$ cat src/rtl/uart_pkg.sv
// -----------------------------------------------------------------------------
// uart_pkg
// Definitions shared by the UART receiver and transmitter: receiver state
// encoding and the baud-rate constants for the 6 MHz system clock
// (48 MHz HFOSC divided by 8).
// -----------------------------------------------------------------------------
package uart_pkg;

    typedef enum logic [2:0] {
        IDLE,
        START,
        DATA,
        STOP,
        BREAK
    } rx_state_t;

    localparam int SYS_CLK_HZ           = 6_000_000;
    localparam int BAUD                 = 9600;
    localparam int CLKS_PER_BIT_DEFAULT = SYS_CLK_HZ / BAUD;

endpackage

$ cat src/rtl/sync_2ff.sv
// -----------------------------------------------------------------------------
// sync_2ff
// Generic two-flop synchronizer for a single asynchronous input bit.
// Ports:
//   clk    in   destination clock
//   reset  in   synchronous, active-high; both flops load RESET_VAL
//   d      in   asynchronous input
//   q      out  synchronized output, two clocks of latency
// -----------------------------------------------------------------------------
module sync_2ff #(
    parameter logic RESET_VAL = 1'b0
) (
    input  logic clk,
    input  logic reset,
    input  logic d,
    output logic q
);

    logic meta;

    // NOTE: sequential state is written with non-blocking assignments so both
    // flops sample their inputs from before the edge, forming a real 2-stage
    // shift rather than a single flop.
    always_ff @(posedge clk) begin
        if (reset) begin
            meta <= RESET_VAL;
            q    <= RESET_VAL;
        end else begin
            meta <= d;
            q    <= meta;
        end
    end

endmodule

$ cat src/rtl/uart_rx.sv
// -----------------------------------------------------------------------------
// uart_rx
// 8N1 UART receiver, LSB first. Samples the asynchronous rx pin at bit
// centres and hands bytes to the consumer over a valid/ready interface.
// Ports:
//   clk        in   system clock (6 MHz)
//   reset      in   synchronous, active-high
//   rx         in   asynchronous serial input, idles high
//   data       out  received byte, stable while valid=1
//   valid      out  data holds an unconsumed byte
//   ready      in   consumer takes data on a valid && ready cycle
//   frame_err  out  one-cycle pulse when the stop bit is sampled low
//   overrun    out  sticky: a byte was dropped because data was still held
//   busy       out  receiver is not idle
// -----------------------------------------------------------------------------
module uart_rx
    import uart_pkg::*;
#(
    parameter int CLKS_PER_BIT = CLKS_PER_BIT_DEFAULT,
    parameter int DATA_BITS    = 8
) (
    input  logic       clk,
    input  logic       reset,
    input  logic       rx,
    output logic [7:0] data,
    output logic       valid,
    input  logic       ready,
    output logic       frame_err,
    output logic       overrun,
    output logic       busy
);

    localparam int CNT_W = $clog2(CLKS_PER_BIT);

    // The counter restarts at 0 on each state entry, so a value of N-1 marks
    // the Nth cycle spent in that state.
    localparam logic [CNT_W-1:0] HALF_LAST = CNT_W'(CLKS_PER_BIT / 2 - 1);
    localparam logic [CNT_W-1:0] FULL_LAST = CNT_W'(CLKS_PER_BIT - 1);
    localparam logic [2:0]       BIT_LAST  = 3'(DATA_BITS - 1);

    rx_state_t              state;
    logic [CNT_W-1:0]       cnt;
    logic [2:0]             bit_idx;
    logic [DATA_BITS-1:0]   shift_q;
    logic                   rx_s;

    sync_2ff #(
        .RESET_VAL (1'b1)
    ) u_sync (
        .clk   (clk),
        .reset (reset),
        .d     (rx),
        .q     (rx_s)
    );

    assign busy = (state != IDLE);

    always_ff @(posedge clk) begin
        if (reset) begin
            state     <= IDLE;
            cnt       <= '0;
            bit_idx   <= '0;
            shift_q   <= '0;
            data      <= '0;
            valid     <= 1'b0;
            frame_err <= 1'b0;
            overrun   <= 1'b0;
        end else begin
            frame_err <= 1'b0;

            // A handshake consumes the held byte and clears overrun. A byte
            // delivered on the same edge overrides the valid clear below.
            // NOTE: when one always_ff makes several non-blocking assignments
            // to the same flop, the last one executed on that edge wins.
            if (valid && ready) begin
                valid   <= 1'b0;
                overrun <= 1'b0;
            end

            case (state)
                IDLE: begin
                    if (!rx_s) begin
                        state <= START;
                        cnt   <= '0;
                    end
                end

                START: begin
                    if (cnt == HALF_LAST) begin
                        cnt     <= '0;
                        bit_idx <= '0;
                        // Line back high at mid start bit: treat as a glitch.
                        state   <= rx_s ? IDLE : DATA;
                    end else begin
                        cnt <= cnt + CNT_W'(1);
                    end
                end

                DATA: begin
                    if (cnt == FULL_LAST) begin
                        cnt     <= '0;
                        shift_q <= {rx_s, shift_q[DATA_BITS-1:1]};
                        if (bit_idx == BIT_LAST) begin
                            state <= STOP;
                        end else begin
                            bit_idx <= bit_idx + 3'd1;
                        end
                    end else begin
                        cnt <= cnt + CNT_W'(1);
                    end
                end

                STOP: begin
                    if (cnt == FULL_LAST) begin
                        cnt <= '0;
                        if (rx_s) begin
                            state <= IDLE;
                            // A byte can load if the slot is empty or is being
                            // emptied by a handshake on this same edge.
                            if (!valid || ready) begin
                                data  <= shift_q;
                                valid <= 1'b1;
                            end else begin
                                overrun <= 1'b1;
                            end
                        end else begin
                            frame_err <= 1'b1;
                            state     <= BREAK;
                        end
                    end else begin
                        cnt <= cnt + CNT_W'(1);
                    end
                end

                // Wait out a held-low line so a break yields a single error.
                BREAK: begin
                    if (rx_s) begin
                        state <= IDLE;
                    end
                end

                default: state <= IDLE;
            endcase
        end
    end

endmodule

$ cat config.mk
export PLATFORM = sky130hd
export DESIGN_NAME = uart_rx
export DESIGN_NICKNAME = d
export VERILOG_FILES = /design/src/rtl/uart_pkg.sv /design/src/rtl/sync_2ff.sv /design/src/rtl/uart_rx.sv
export SDC_FILE = /design/constraint.sdc
export NUM_CORES = 1
export LEC_CHECK = 0
export CAP_MARGIN = 0
export CORE_MARGIN = 2
export CORE_UTILIZATION = 44
export CTS_CLUSTER_DIAMETER = 40
export CTS_CLUSTER_SIZE = 16
export DETAILED_ROUTE_END_ITERATION = 6
export GPL_TIMING_DRIVEN = 0
export PLACE_DENSITY = 0.7
export SLEW_MARGIN = 20
export SYNTH_ARGS = -nofsm -noshare
export SYNTH_HDL_FRONTEND = slang
export SYNTH_SLANG_ARGS = --single-unit
$ cat constraint.sdc
create_clock -name clk -period 2.15 [get_ports clk]
set_input_delay 0.3225 -clock clk [delete_from_list [all_inputs] [get_ports clk]]
set_output_delay 0.3225 -clock clk [all_outputs]
set_load 0.02 [all_outputs]
Yosys cells after proc, flatten, opt, wreduce, memory -nomap -nowiden
Index checks and enable logic that the tools add are counted.
- flip-flop bits (word level): 37
- output and inout bits: 12
- add/sub/neg operators: 2
- eq/ne operators: 14
- mux-type cells: 28
- bitwise operators: 2
- reduce and logical (&&, ||, !) cells: 14
- operator list (operator ; count):
    two-way mux 10 bit ; 3
    two-way mux 3 bit ; 10
    case mux 10 bit (3 select lines) ; 1
    case mux 3 bit (5 select lines) ; 1
    inequality test 2 bit, second input constant ; 6
    two-way mux 1 bit ; 11
    adder 10 x 1 -> 10 bit, second input constant ; 1
    == test 10 bit, second input constant ; 1
    == test 10 x 9 -> 1 bit, second input constant ; 1
    AND reduction 4 bit ; 2
    == test 3 x 2 -> 1 bit, second input constant ; 2
    == test 3 bit, second input constant ; 2
    case mux 3 bit (2 select lines) ; 1
    AND reduction 6 bit ; 1
    nonzero test 3 bit ; 2
    AND reduction 2 bit ; 2
    adder 3 x 1 -> 3 bit, second input constant ; 1
    == test 3 x 1 -> 1 bit, second input constant ; 1
    zero test 3 bit ; 1
    OR reduction 3 bit ; 1
    two-way mux 2 bit ; 1
    inequality test 2 x 1 -> 1 bit, second input constant ; 1
    inverter 1 bit ; 2
    nonzero test 2 bit ; 1
    4 further kinds ; 4

Longest topological paths before layout
- depth in word-level cells: 6
- depth in mapped cells: 9

Modules after synthesis
Synthesis repeated with hierarchy kept, for this count alone.
- cells, all modules: 198
- area total of the unflattened synthesis: 1736.7 um^2
- modules (own cells, without submodules) (module ; instances ; cells an instance ; area each (um^2) ; sequential area each (um^2)):
    uart_rx ; 1 ; 194 ; 1684.1 ; 700.7
    sync_2ff ; 1 ; 4 ; 52.6 ; 40.0

Worst setup path after synthesis
Ideal clock, no wire load.
- kind: register to register
- from: register cnt[0]
- to: register state[2]
- library setup time: 71 ps
- arrival time: 1606 ps
- required time: 2079 ps
- path slack: 473 ps
- cell stages (with the launch flop): 8
- path buffers: 0
- period minus slack after synthesis: 1677 ps
- cells stage by stage: dfxtp_1 > inv_1 > ha_1 > and4bb_1 > and3_4 > o22ai_2 > or4_1 > a21oi_1
- word-level cells in the longest chain between the ends: 3
- RTL lines (item ; line ; text):
    start, declared ; uart_rx.sv:42 ; logic [CNT_W-1:0] cnt;
    start signal, assigned ; uart_rx.sv:95 ; cnt <= cnt + CNT_W'(1);
    start signal, assigned ; uart_rx.sv:109 ; cnt <= cnt + CNT_W'(1);
    start signal, assigned ; uart_rx.sv:131 ; cnt <= cnt + CNT_W'(1);
    == test 10 bit / == test 10 x 9 -> 1 bit (equally long branches) ; uart_rx.sv:100, uart_rx.sv:114, uart_rx.sv:89 ;
    inequality test 2 bit (no source line) ; n/a ;
    AND reduction 6 bit (no source line) * ; n/a ;
    end signal, assigned ; uart_rx.sv:93 ; state <= rx_s ? IDLE : DATA;
    end, declared ; uart_rx.sv:41 ; rx_state_t state;
Mark *: on every way between the ends. The rest lies on a longest branch, timed or not.
A chain may end at the register's enable or synchronous reset.

Worst setup path after layout
- from: register state[0]
- to: output port busy
- word-level cells in the longest chain between the ends: 1
- RTL lines (item ; line ; text):
    nonzero test 3 bit ; uart_rx.sv:56 ; assign busy = (state != IDLE);
    end, declared ; uart_rx.sv:30 ; output logic busy
No other way between the ends.

==> results.yml <==
power_and_ir_drop:
  p_leak_nw: 0.946
  fin_total_pwr_mw: 1.83
  power_density_mw_per_mm2: 865
  ir_drop_mv: 0.445
drt:
  ant_nets: 0
  viasPerCell: 5.34
  drt_iter0_drc: 78
  wire_per_inst_um: 12.8
  vias: 1414
  drt_pass1_iterations: 4
  drcViolationCount: 0
  postRouteWirelength_um: 3400
place:
  place_congestion: 0.834
  place_area_sq_mm: 0.00202
  hpwl_um: 2350
  port_buffers: 14
yosys:
  synthFlopType: "dfxtp_1"
  synth-seq-cells: 37
  synth_cell_type_count: 47
  synth_area_per_cell_sq_um: 9.40
  ys_warn_count: 0
  syn_area_sq_mm: 0.00181
  postSynth.asyncResetShare_pct: 0
  ys_seq_area_share_pct: 40.8
  synth_nets: 201
  synth_enable_flop_cells: 0
  syn_inst: 193
floorplanning:
  ioPinCount: 16
  initial_utilization_pct: 45.7
  die_y_um: 68.2
  dieArea_sq_mm: 0.00465
  core_area_sq_mm: 0.00397
  die-width_um: 68.2
  rows: 23
global_routing:
  grt_max_degree: 13
  grt_pass1_vias: 1167
  grt_pass1_wl_um: 5370
  grt_use_total_pct: 15.4
  grt_overflow: 0
  antenna_found_initial: 0
clock_network:
  cts_tree: "done"
  htreeDepth: 2
  post_cts_resize_count: 0
  path_clk_slew_ps: 80
  numCtsBuffers: 5
  cts-root-buf: "clkbuf_8"
  post-cts-setup-buffers: 0
  clock_sinks: 37
  cts.path.max_buffers: 2
  ctsHoldBuffers: 0
  clk_latency_ps: 290
final_layout:
  area_delta_synth_final_pct: 16.5
  drive_above_1_share_pct: 14.0
  nets: 222
  diodes: 0
  nFillCells: 367
  final_common_cell: "dfxtp_1"
  stdcell_area_sq_mm: 0.00211
  final_cell_mix: "dfxtp_1 (37), nor2_1 (28), mux2i_1 (17)"
timing:
  hold_violations: 0
  setup_tns_ps: 0
  final.min_clock_period_ps: 1960
  worstMarginPinSlew_ps: 536
  hold_ws_ps: 419
  rsz0062_at_grt: "no"
  fmax_mhz: 510
  finalSetupViolations: 0
  period_share_pct: 91.2
  max_slew_margin_pct: 64.3
  slew_violations: 0
  skew_ps: 7.94
worst_setup_path:
  rrSetupSlack_ps: 270
  r2r_cells: 6
  criticalPathCategory: "reg -> out"
  reg2reg_from: "state[1]"
  cp_data_arrival_time_ps: 1640
  cp_max_fo: 9
  worstSetupEndpointType: "output pin"
  worstPathRequired_ps: 1830
  r2r_end: "data[6]"
  startpoint_type: "flip-flop"
hold_path:
  whs_endpoint: "u_sync.q"
  holdPathStages: 1
  min-delay-start: "u_sync.meta"
  worst_hold_path_type: "reg -> reg"
status:
  status: "complete, no violations"
job:
  drv_cap: 0
[worst max-delay path by stage]
| stage | from | endpoint | slack (ps) | cells after the start |
|---|---|---|---|---|
| floorplan | cnt[0] | state[2] | 470 | 7 |
| global placement | state[1] | data[0] | 300 | 6 |
| detailed placement | state[1] | data[6] | 300 | 6 |
| CTS | state[0] | busy | 170 | 3 |
| global route | state[1] | data[6] | 110 | 6 |
| finish | state[0] | busy | 190 | 3 |
[cell type report]
cell class | instances | area (sq um) | share of cell area (%)
Inverter | 3 | 11.3 | 0.533
Clock buffer | 6 | 82.6 | 3.91
Buffer | 13 | 80.1 | 3.79
Timing Repair Buffer | 14 | 140 | 6.63
Multi-Input combinational cell | 140 | 982 | 46.5
Tap cell | 50 | 62.6 | 2.96
Clock inverter | 2 | 13.8 | 0.651
Sequential cell | 37 | 741 | 35.1
[critical path, stage by stage, from the launching register on]
cell and delay, ps:
dfxtp_1 300, buf_4 150, or3_1 360, clkdlybuf4s50_1 540
[synthesized netlist by cell type, drive strengths merged, types with 3 or more instances]
library cell / instances / area share, %
a21o: 3 / 1.2
a21oi: 5 / 1.4
a31oi: 9 / 4.6
and3: 6 / 2.3
and4bb: 3 / 2.1
buf: 6 / 3.0
clkbuf: 7 / 1.4
dfxtp: 37 / 41
ha: 4 / 2.8
inv: 3 / 0.62
mux2i: 17 / 9.4
nand2: 13 / 2.7
nand2b: 5 / 1.7
nand3: 13 / 3.9
nand3b: 8 / 4.7
nor2: 28 / 5.8
or2: 3 / 1.0
[cell families after synthesis]
family                   Yosys count  synth area share (%)
AO/OA/AOI/OAI                     29                  12.8
XOR/XNOR                           1                 0.483
adder cells (fa/ha/maj)            4                  2.76
buffers and inverters             16                  5.03
flip-flops                        37                  40.8
multiplexers                      17                  9.38
AND/OR/NAND/NOR                   89                  28.8
[where the power goes]
| group | leakage (nW) | switching, mW | total [mW] | internal (mW) |
|---|---|---|---|---|
| registers | 0.299 | 0.0258 | 0.741 | 0.715 |
| clock network | 0.0512 | 0.252 | 0.512 | 0.260 |
| logic | 0.596 | 0.321 | 0.575 | 0.254 |
| total | 0.946 | 0.598 | 1.83 | 1.23 |
[through the flow]
| step | setup slack (ps) | std cells | utilization (%) |
|---|---|---|---|
| final | 188 | 265 | 53.2 |
| after global routing | 111 | 265 | 53.2 |
| after CTS | 175 | 265 | 53.2 |
| after detailed placement | 302 | 257 | 50.8 |
| after global placement | 299 | 257 | 50.8 |
| after floorplan | 473 | 193 | - |
[registers in the layout, indices dropped and copies added, names as in the netlist]
signal       count
cnt             10
data             8
shift_q          8
bit_idx          3
state            3
frame_err        1
overrun          1
u_sync.meta      1
u_sync.q         1
valid            1
[routing by layer]
layer / part of all wire (%) / wire length [um] / global-route usage [%] / up-vias
met3: 2.7 / 92 / 3.45 / 2
met1: 52 / 1750 / 21.0 / 660
met2: 45 / 1530 / 23.7 / 29
met5: 0 / 0 / 0 / -
li1: - / - / - / 723
met4: 0.79 / 27 / 6.00 / 0
No activity file was read; power rests on OpenSTA's default activity.
